<file path="src/rtl/check_node_minsum.sv">
// Offset min-sum LDPC check-node processor.
// Collects DEG signed variable-to-check messages serially, tracking the two
// smallest magnitudes, the position of the smallest, and the sign parity.
// Then emits DEG check-to-variable messages serially, each being the
// offset-corrected min-sum of all other inputs of the row.
//
// Handshake: an input is consumed on a rising edge only when i_val=1 and
// o_rdy=1 (o_rdy is high throughout the collect phase); i_val while o_rdy=0
// is ignored. Output has no backpressure: o_val is high for exactly DEG
// consecutive cycles per frame and the consumer must take every one.
module check_node_minsum #(
    parameter int W    = 16,
    parameter int DEG  = 6,
    parameter int IDXW = 3,
    parameter int OFS  = 0
) (
    input  logic         clk,
    input  logic         xrst,
    input  logic [W-1:0] i_data,
    input  logic         i_val,
    output logic         o_rdy,
    output logic [W-1:0] o_data,
    output logic         o_val,
    output logic [2:0]   o_init,
    output logic         dbg_state
);

    typedef enum logic {S_COLL = 1'b0, S_EMIT = 1'b1} state_t;

    localparam logic [W-1:0]    MAX_MAG = {1'b0, {(W-1){1'b1}}};
    localparam logic [W-1:0]    MIN_NEG = {1'b1, {(W-1){1'b0}}};
    localparam logic [W-1:0]    OFS_W   = W'(OFS);
    localparam logic [IDXW-1:0] K_LAST  = IDXW'(DEG - 1);

    state_t          state;
    logic [IDXW-1:0] k;
    logic [IDXW-1:0] idx;
    logic [W-1:0]    min1;
    logic [W-1:0]    min2;
    logic            sacc;
    logic [DEG-1:0]  sgn;

    logic            in_sgn;
    logic [W-1:0]    in_neg;
    logic [W-1:0]    in_mag;
    logic [W-1:0]    sel_mag;
    logic [W-1:0]    ofs_mag;
    logic            out_sgn;
    logic [W-1:0]    emit_data;

    assign o_rdy     = (state == S_COLL);
    assign dbg_state = state;

    // Input magnitude, with the most negative value saturated to the largest
    // positive magnitude so it stays representable in W-1 bits.
    always_comb begin
        in_sgn = i_data[W-1];
        in_neg = -i_data;
        in_mag = i_data;
        if (in_sgn) begin
            in_mag = (i_data == MIN_NEG) ? MAX_MAG : in_neg;
        end
    end

    // Output value for position k: exclude own magnitude via idx, apply the
    // offset with a floor at zero, and never produce a negated zero.
    always_comb begin
        sel_mag   = (k == idx) ? min2 : min1;
        ofs_mag   = (sel_mag > OFS_W) ? (sel_mag - OFS_W) : '0;
        out_sgn   = sacc ^ sgn[k];
        emit_data = ofs_mag;
        if (out_sgn && (ofs_mag != '0)) begin
            emit_data = -ofs_mag;
        end
    end

    // Frame FSM: collect DEG inputs, then emit DEG registered outputs.
    always_ff @(posedge clk or negedge xrst) begin
        if (!xrst) begin
            state  <= S_COLL;
            k      <= '0;
            idx    <= '0;
            min1   <= '0;
            min2   <= '0;
            sacc   <= 1'b0;
            sgn    <= '0;
            o_data <= '0;
            o_val  <= 1'b0;
            o_init <= 3'd0;
        end else begin
            case (state)
                S_COLL: begin
                    o_val  <= 1'b0;
                    o_init <= 3'd0;
                    if (i_val) begin
                        sgn[k] <= in_sgn;
                        if (k == '0) begin
                            min1 <= in_mag;
                            min2 <= MAX_MAG;
                            idx  <= '0;
                            sacc <= in_sgn;
                        end else begin
                            sacc <= sacc ^ in_sgn;
                            // Strict compares: on a tie the earlier index keeps min1.
                            if (in_mag < min1) begin
                                min2 <= min1;
                                min1 <= in_mag;
                                idx  <= k;
                            end else if (in_mag < min2) begin
                                min2 <= in_mag;
                            end
                        end
                        if (k == K_LAST) begin
                            k     <= '0;
                            state <= S_EMIT;
                        end else begin
                            k <= k + 1'b1;
                        end
                    end
                end
                S_EMIT: begin
                    o_data <= emit_data;
                    o_val  <= 1'b1;
                    o_init <= (k == '0) ? 3'd1 : 3'd0;
                    if (k == K_LAST) begin
                        k     <= '0;
                        state <= S_COLL;
                    end else begin
                        k <= k + 1'b1;
                    end
                end
                default: begin
                    state <= S_COLL;
                    k     <= '0;
                end
            endcase
        end
    end

endmodule

</file>
<file path="config.mk">
export PLATFORM = sky130hd
export DESIGN_NAME = check_node_minsum
export DESIGN_NICKNAME = d
export VERILOG_FILES = /design/src/rtl/check_node_minsum.sv
export SDC_FILE = /design/constraint.sdc
export NUM_CORES = 1
export LEC_CHECK = 0
export ABC_AREA = 1
export CORE_MARGIN = 2
export CORE_UTILIZATION = 60
export CTS_BUF_LIST = sky130_fd_sc_hd__clkbuf_8
export CTS_CLUSTER_SIZE = 28
export DETAILED_ROUTE_END_ITERATION = 8
export PLACE_DENSITY = 0.82
export SLEW_MARGIN = 20
export SYNTH_ARGS = -nofsm -noshare
export SYNTH_HDL_FRONTEND = slang
export SYNTH_SLANG_ARGS = --single-unit
</file>
<file path="constraint.sdc">
create_clock -name clk -period 5.8 [get_ports clk]
set_input_delay 1.16 -clock clk [delete_from_list [all_inputs] [get_ports clk]]
set_output_delay 1.16 -clock clk [all_outputs]
set_load 0.02 [all_outputs]
</file>
* Word-level counts from Yosys, hierarchy flattened
Index checks and enable logic that the tools add are counted.
Widths: inputs -> output; s select.
** Operators by class
- Add/sub/neg operators :: 3
- Multiply operators :: 0
- Div/mod/pow operators :: 0
- $lt $le $gt $ge :: 5
- Equal/unequal tests :: 4
- Shift operators :: 0
- Muxes and demuxes :: 28
- Bitwise gates (word level) :: 3
- Reductions and logical operators :: 9
** Operators by type and width (number)
- $mux 16 :: 10
- $lt 16x16->1 :: 2
- $neg 16->16 :: 2
- $eq 16x16->1 const B :: 1
- $gt 16x1->1 const B :: 1
- $reduce_bool 16->1 :: 1
- $mux 3 :: 4
- $pmux 3 s2 :: 2
- $mux 1 :: 7
- $bwmux 6 :: 1
- $reduce_and 3->1 :: 2
- $lt 3x4->1 const B :: 1
- $pmux 1 s2 :: 2
- $add 3x1->3 const B :: 1
- $bmux 1 s3 :: 1
- $demux 1 s3 :: 1
- $eq 3x3->1 :: 1
- $eq 3x3->1 const B :: 1
- $ge 3x1->1 const B :: 1
- $logic_not 3->1 :: 1
- $reduce_bool 3->1 :: 1
- $logic_and 1x1->1 :: 2
- $ne 2x2->1 const B :: 1
- $reduce_and 2->1 :: 1
- 3 further kinds :: 4
** Storage, ports and cells
- Register bits :: 66
- Latch bits :: 0
- Bits in writable memories :: 0
- Memory bits (read-only) :: 0
- Input port bits :: 19
- Output and inout port bits :: 22
- Logic and storage cells :: 62
- Memories kept :: 0

* Longest topological paths before layout
Gate-level depths: netlist of the first run.
- Depth in word-level cells :: 7
- Depth in mapped cells :: 26
- Depth with buffers taken out :: 24

* Worst setup path before layout of the first run
Ideal clock, no wire load.
- Path type :: input to register
- From :: input i_data[2]
- To :: register min1[12]
- Setup time :: 133 ps
- Data arrival time :: 4233 ps
- Required time :: 5667 ps
- Setup slack :: 1434 ps
- Stages on the path :: 18
- Buffers on the path :: 1
- Cell sequence :: inv_1 -> nand3_1 -> nand3b_1 -> nor3_1 -> nand2_1 -> nor3_1 -> inv_1 -> nor4_1 -> ha_1 -> nand2_1 -> nor2_1 -> a2111oi_4 -> nand2_2 -> nand2_1 -> nand2_4 -> inv_2 -> clkbuf_1 -> o21ai_0
** On the way
- Cells in the longest elaborated chain, start to end :: 6
- Elaborated cells between the ends (all ways) :: 9
- Those cells by class :: add/sub (1); order compare (1); eq/ne (1); mux (4); reduce/logical (2)
** Ends and longest elaborated chain
- start: declaration :: line 19 : input logic [W-1:0] i_data,
- $neg 16->16 or $eq 16x16->1 (tied branches) :: line 58, 61
- $mux 16 (*) :: line 61 : in_mag = (i_data == MIN_NEG) ? MAX_MAG : in_neg;
- $mux 16 (*) :: line 60 : if (in_sgn) begin
- net in_mag[15] :: line 45 : logic [W-1:0] in_mag;
- $lt 16x16->1 (*) :: line 105 : if (in_mag < min1) begin
- $reduce_bool 2->1 (no line) (*)
- $reduce_and 3->1 (no line) (*)
- end signal: assignment :: line 98 : min1 <= in_mag;
- end signal: assignment :: line 107 : min1 <= in_mag;
- end: declaration :: line 38 : logic [W-1:0] min1;
The timed path passes the listed nets; every way through them passes the cells marked *. The select of a mux whose other input is x is not followed.
A chain may end at the register's enable or synchronous reset.

* Worst setup path in the final report of the first run
- From :: input i_data[2]
- To :: register min1[9]
Same word-level chain as after synthesis.

==> results by stage, run 1 <==
Routing:
- The number of design-rule violations left by the first detailed-router iteration is 236.
- The routed wire length is roughly 11000 µm.
- The detail route stage leaves a number of antenna-violating nets equal to 0.
- The DRC violations left is 0.
- In the routed layout, each cell is associated on average with a via count of ~5.7.
- The via count is 4626.
- After detailed routing, the average wire length per cell comes to 13.7 µm.
- The number of detailed-route iterations in the first pass is 5.

Power and ir drop:
- The clock share of power is 12.7%.
- IR analysis of the VDD net gives a maximum drop of 0.000246 V.
- The part of the power in registers is 24.6%.
- The sum of internal, switching and leakage power is 3.39 mW.
- The switching share of power is 50.8%.
- Dividing total power by cell area gives a power density of between 600 and 700 nW/µm².
- The share of total power dissipated in combinational logic is ~63%.
- For this design the static power due to leakage is 2.72 nW.
- The analysis attributes to net switching a power of 1.72 mW.
- The internal power of the cells is 1.67 mW.

Timing:
- Of the available clock period, the critical path in the final layout requires 89.2%.
- The worst setup margin is around 620 ps.
- The number of max-slew violations in the final report is 0.
- The number of endpoints with negative hold slack in the final report is 0.
- The sum of negative setup slack is 0 ps.
- The clock skew after layout is 13.1 ps.
- The normalized max-slew margin is between 40% and 50%.
- Setup repair after global routing left no endpoint under its margin.
- The achievable frequency is 0.193 GHz.
- At the pin with the least slew margin, the transition time is around 780 ps.
- The worst path needs 5180 ps of the cycle, external delays included.
- The count of endpoints failing setup in the final report is 0.

Yosys:
- The Yosys step of the flow raised 0 warnings.
- The gate count of the mapped netlist is a little under 700.
- Of all flip-flops after synthesis, the portion carrying an async set or reset was 100%.
- The portion of synthesized cell area occupied by the leading cell type is 33.5%.
- The number of enable-type register cells in the synthesized netlist is 0.
- After synthesis the netlist holds a flip-flop and latch count of 64.
- The cell area after technology mapping is 4780 µm².
- The leading area contributor after synthesis is sky130_fd_sc_hd__dfrtp_1.
- For this run, the leading register cell type out of synthesis is sky130_fd_sc_hd__dfrtp_1.
- Synthesis instantiated 38 different standard cells from the library.
- By area the synthesized netlist is led by sky130_fd_sc_hd__dfrtp_1 (34%), sky130_fd_sc_hd__nand2_1 (16%), sky130_fd_sc_hd__nand3_1 (9.7%).
- The register area share after synthesis is 33.5%.
- The average cell area after synthesis is 7.02 µm².

Die:
- Measured along the y axis, the die boundary spans 93.3 µm.
- In this run the standard cell core region covers 7730 µm².
- Measured along the x axis, the die boundary spans 93.3 µm.
- The die covers approximately 8700 µm².
- After floorplanning, the core was divided into 32 placement rows.
- During I/O placement, the number of pins put on the boundary was 41.
- The effective utilization at floorplan is 61.9%.

Global routing:
- The pin count of the biggest net entering global routing is 65.
- The global routing usage summed across all routing layers is 27.7%.
- The initial antenna violation count is 0.
- The via count of the first global-routing pass is 4380.
- The overall overflow remaining after global route is 0.
- The global-route wire length before repair is 19400 µm.

Finish:
- Leaving out fill and tap cells, the most frequent cells in the layout are sky130_fd_sc_hd__nand2_1 (202), sky130_fd_sc_hd__nand3_1 (93), sky130_fd_sc_hd__inv_1 (72).
- Registers take 1600 µm².
- The ratio of cells with drive above 1 in the final layout is about 7.8%.
- The fill cell instance count of the final layout is 639.
- The final layout contains 761 nets.
- 0 antenna diodes ended up in the layout.
- The signed area change from the synthesized netlist to the final layout is 12.8%.
- The multi-input combinational cells in the finished layout cover a total of 2740 µm².
- The library cell used most frequently in the layout, excluding fill and tap cells, is sky130_fd_sc_hd__nand2_1.

Flow run:
- The tool flagged a number of max-cap violations equal to 0.

Critical path:
- The setup slack of the worst register-to-register path is 2450 ps.
- The end of the worst register-to-register path is o_data[6].
- The critical path arrival is approximately 5400 ps.
- The kind of end point of the critical path is a flop.
- Counting stages on the worst path, the most repeated cell is sky130_fd_sc_hd__nand2_1.
- By startpoint and endpoint, the worst setup path is classified as primary input to flop.
- The worst register-to-register path begins at k[2].
- The maximum single-stage delay on the critical path is 410 ps.
- For this design, the slowest cell found on the critical path is sky130_fd_sc_hd__clkdlybuf4s50_1.
- The data required time of the critical path is 6050 ps.
- The top fanout value on the critical path is 29.
- The signal on the critical path passes through clkdlybuf4s50_1 -> inv_1 -> nand3_1 -> nand3b_1 -> nor3_1 -> nand2_1 -> nor3_1 -> inv_1 -> nor4_1 -> ha_1 -> nand4_1 -> a31oi_1 -> a2111oi_4 -> nand2_2 -> nand2_1 -> nand2_4 -> inv_2 -> nand2_1 -> o21ai_0.
- The depth of the worst register-to-register path is 16.
- STA classifies the critical path startpoint as a primary input.
- In this run the worst setup path begins at i_data[2].

Min path:
- The origin of the worst min-delay path is o_data[8].
- The hold-critical path endpoint is o_data[8].
- The class of the most critical hold timing path is flop to flop.
- The hold path depth is 2.

Clock network:
- The source-to-sink clock delay at the later pin of the worst-skew pair is 350 ps.
- The number of clock buffers inserted by TritonCTS is 9.
- The total of hold buffers inserted after clock tree synthesis is 0.
- TritonCTS built the clock tree.
- The count of H-tree levels built during CTS is 3.
- The clock slew at the register clock pins of the worst setup and hold paths is 60 ps.
- The CTS root buffer is sky130_fd_sc_hd__clkbuf_8.
- The buffer count from post-CTS setup fixing is 0.
- Gates resized during post-CTS repair numbered 0.
- Clock tree synthesis found a total of 64 sinks.
- The largest buffer count on any clock path is 2.

Placed design:
- OpenSTA, run right after detailed placement, puts the worst setup slack at 325 ps.
- Port buffering added 38 buffers.
- The final weighted congestion in routability-driven placement is roughly 0.88.
- The sum of net half-perimeters after detailed placement is 8520 µm.

Outcome:
- The flow ran to the end, and the final reports show no timing, DRC or antenna violations.
==> synthesized netlist by cell type (3+ instances only) <==
cell                       instances
sky130_fd_sc_hd__nand2_1         202
sky130_fd_sc_hd__nand3_1          93
sky130_fd_sc_hd__inv_1            71
sky130_fd_sc_hd__dfrtp_1          64
sky130_fd_sc_hd__o21ai_0          40
sky130_fd_sc_hd__nor2_1           35
sky130_fd_sc_hd__ha_1             32
sky130_fd_sc_hd__nand4_1          19
sky130_fd_sc_hd__a21oi_1          15
sky130_fd_sc_hd__o21ai_1          14
sky130_fd_sc_hd__clkbuf_1         11
sky130_fd_sc_hd__nand2_2          11
sky130_fd_sc_hd__buf_2             8
sky130_fd_sc_hd__nor2_2            7
sky130_fd_sc_hd__nor3_1            7
sky130_fd_sc_hd__xor2_1            7
sky130_fd_sc_hd__nand3b_1          6
sky130_fd_sc_hd__buf_6             5
sky130_fd_sc_hd__a211oi_1          4
sky130_fd_sc_hd__nor4_1            4
sky130_fd_sc_hd__buf_4             3
sky130_fd_sc_hd__inv_2             3
sky130_fd_sc_hd__or2_2             3
==> critical path: cells and delay by family <==
family                     cells  cell delay [ps]
adders and majority gates      1              380
buffers and inverters          4             1060
AOI/OAI and AO/OA              3              450
and+or+nand+nor               11             2370
==> routing by layer <==
metal | wire length [µm] | vias to the layer above | GRT usage (%)
li1 | - | 2298 | -
met1 | 4920 | 2126 | 35.1
met2 | 5230 | 179 | 46.3
met3 | 757 | 23 | 3.95
met4 | 307 | 0 | 13.8
met5 | 0 | - | 0
==> registers in the layout, summed over array words and instances (netlist names) <==
signal,count
min2,16
o_init,1
o_data,16
min1,16
k,3
idx,3
o_val,1
sacc,1
sgn,6
dbg_state,1
==> metrics by stage <==
step	util [%]	cells	area (µm²)	hold slack, ps
2_1_floorplan	-	682	4780	453
3_3_place_gp	66.9	801	5170	463
3_5_place_dp	66.9	801	5170	464
4_1_cts	69.8	817	5390	483
5_1_grt	69.8	817	5390	501
6_report	69.8	817	5390	478
==> kinds of logic (layout without fill, tap and decap cells) <==
logic type,Yosys count,count (layout),synth area share (%)
DFF,64,64,33.5
buffers and inverters,102,135,9.29
and+or+nand+nor,393,393,37.2
AOI/OAI and AO/OA,80,80,9.53
other,1,2,0.0785
xor gates and xnor gates,9,9,2.04
adders and majority gates,32,32,8.38
==> power groups by stage <==
stage	clock (mW)	sequential, mW	combinational [mW]
6_report	0.431	0.834	2.12
3_3_place_gp	0	0.837	2.02
2_1_floorplan	0	0.859	1.60
4_1_cts	0.432	0.831	2.11
5_1_grt	0.453	0.865	2.40
3_5_place_dp	0	0.838	2.10
==> worst max-delay path by stage <==
| stage | to | cells after the start |
|---|---|---|
| after floorplan | min1[12] | 18 |
| after global placement | min1[8] | 18 |
| after detailed placement | min1[9] | 19 |
| after CTS | min1[9] | 19 |
| after global routing | min1[9] | 19 |
| final | min1[9] | 19 |
==> area by class of cell <==
class / count / share of cell area [%]
Inverter: 75 / 5.27
Multi-Input combinational cell: 516 / 50.8
Clock buffer: 10 / 2.55
Tap cell: 102 / 2.37
Clock inverter: 6 / 1.55
Timing Repair Buffer: 44 / 7.80
Sequential cell: 64 / 29.7
Power figures use the tool's default switching activity.
==> run 2: changes to the inputs <==
--- a/config.mk
+++ b/config.mk
@@ -11,6 +11,7 @@
 export CTS_BUF_LIST = sky130_fd_sc_hd__clkbuf_8
 export CTS_CLUSTER_SIZE = 28
 export DETAILED_ROUTE_END_ITERATION = 8
+export GPL_TIMING_DRIVEN = 1
 export PLACE_DENSITY = 0.82
 export SLEW_MARGIN = 20
 export SYNTH_ARGS = -nofsm -noshare
==> results of run 2 <==
The final DEF is identical to that of run 1; final timing and power are the same.
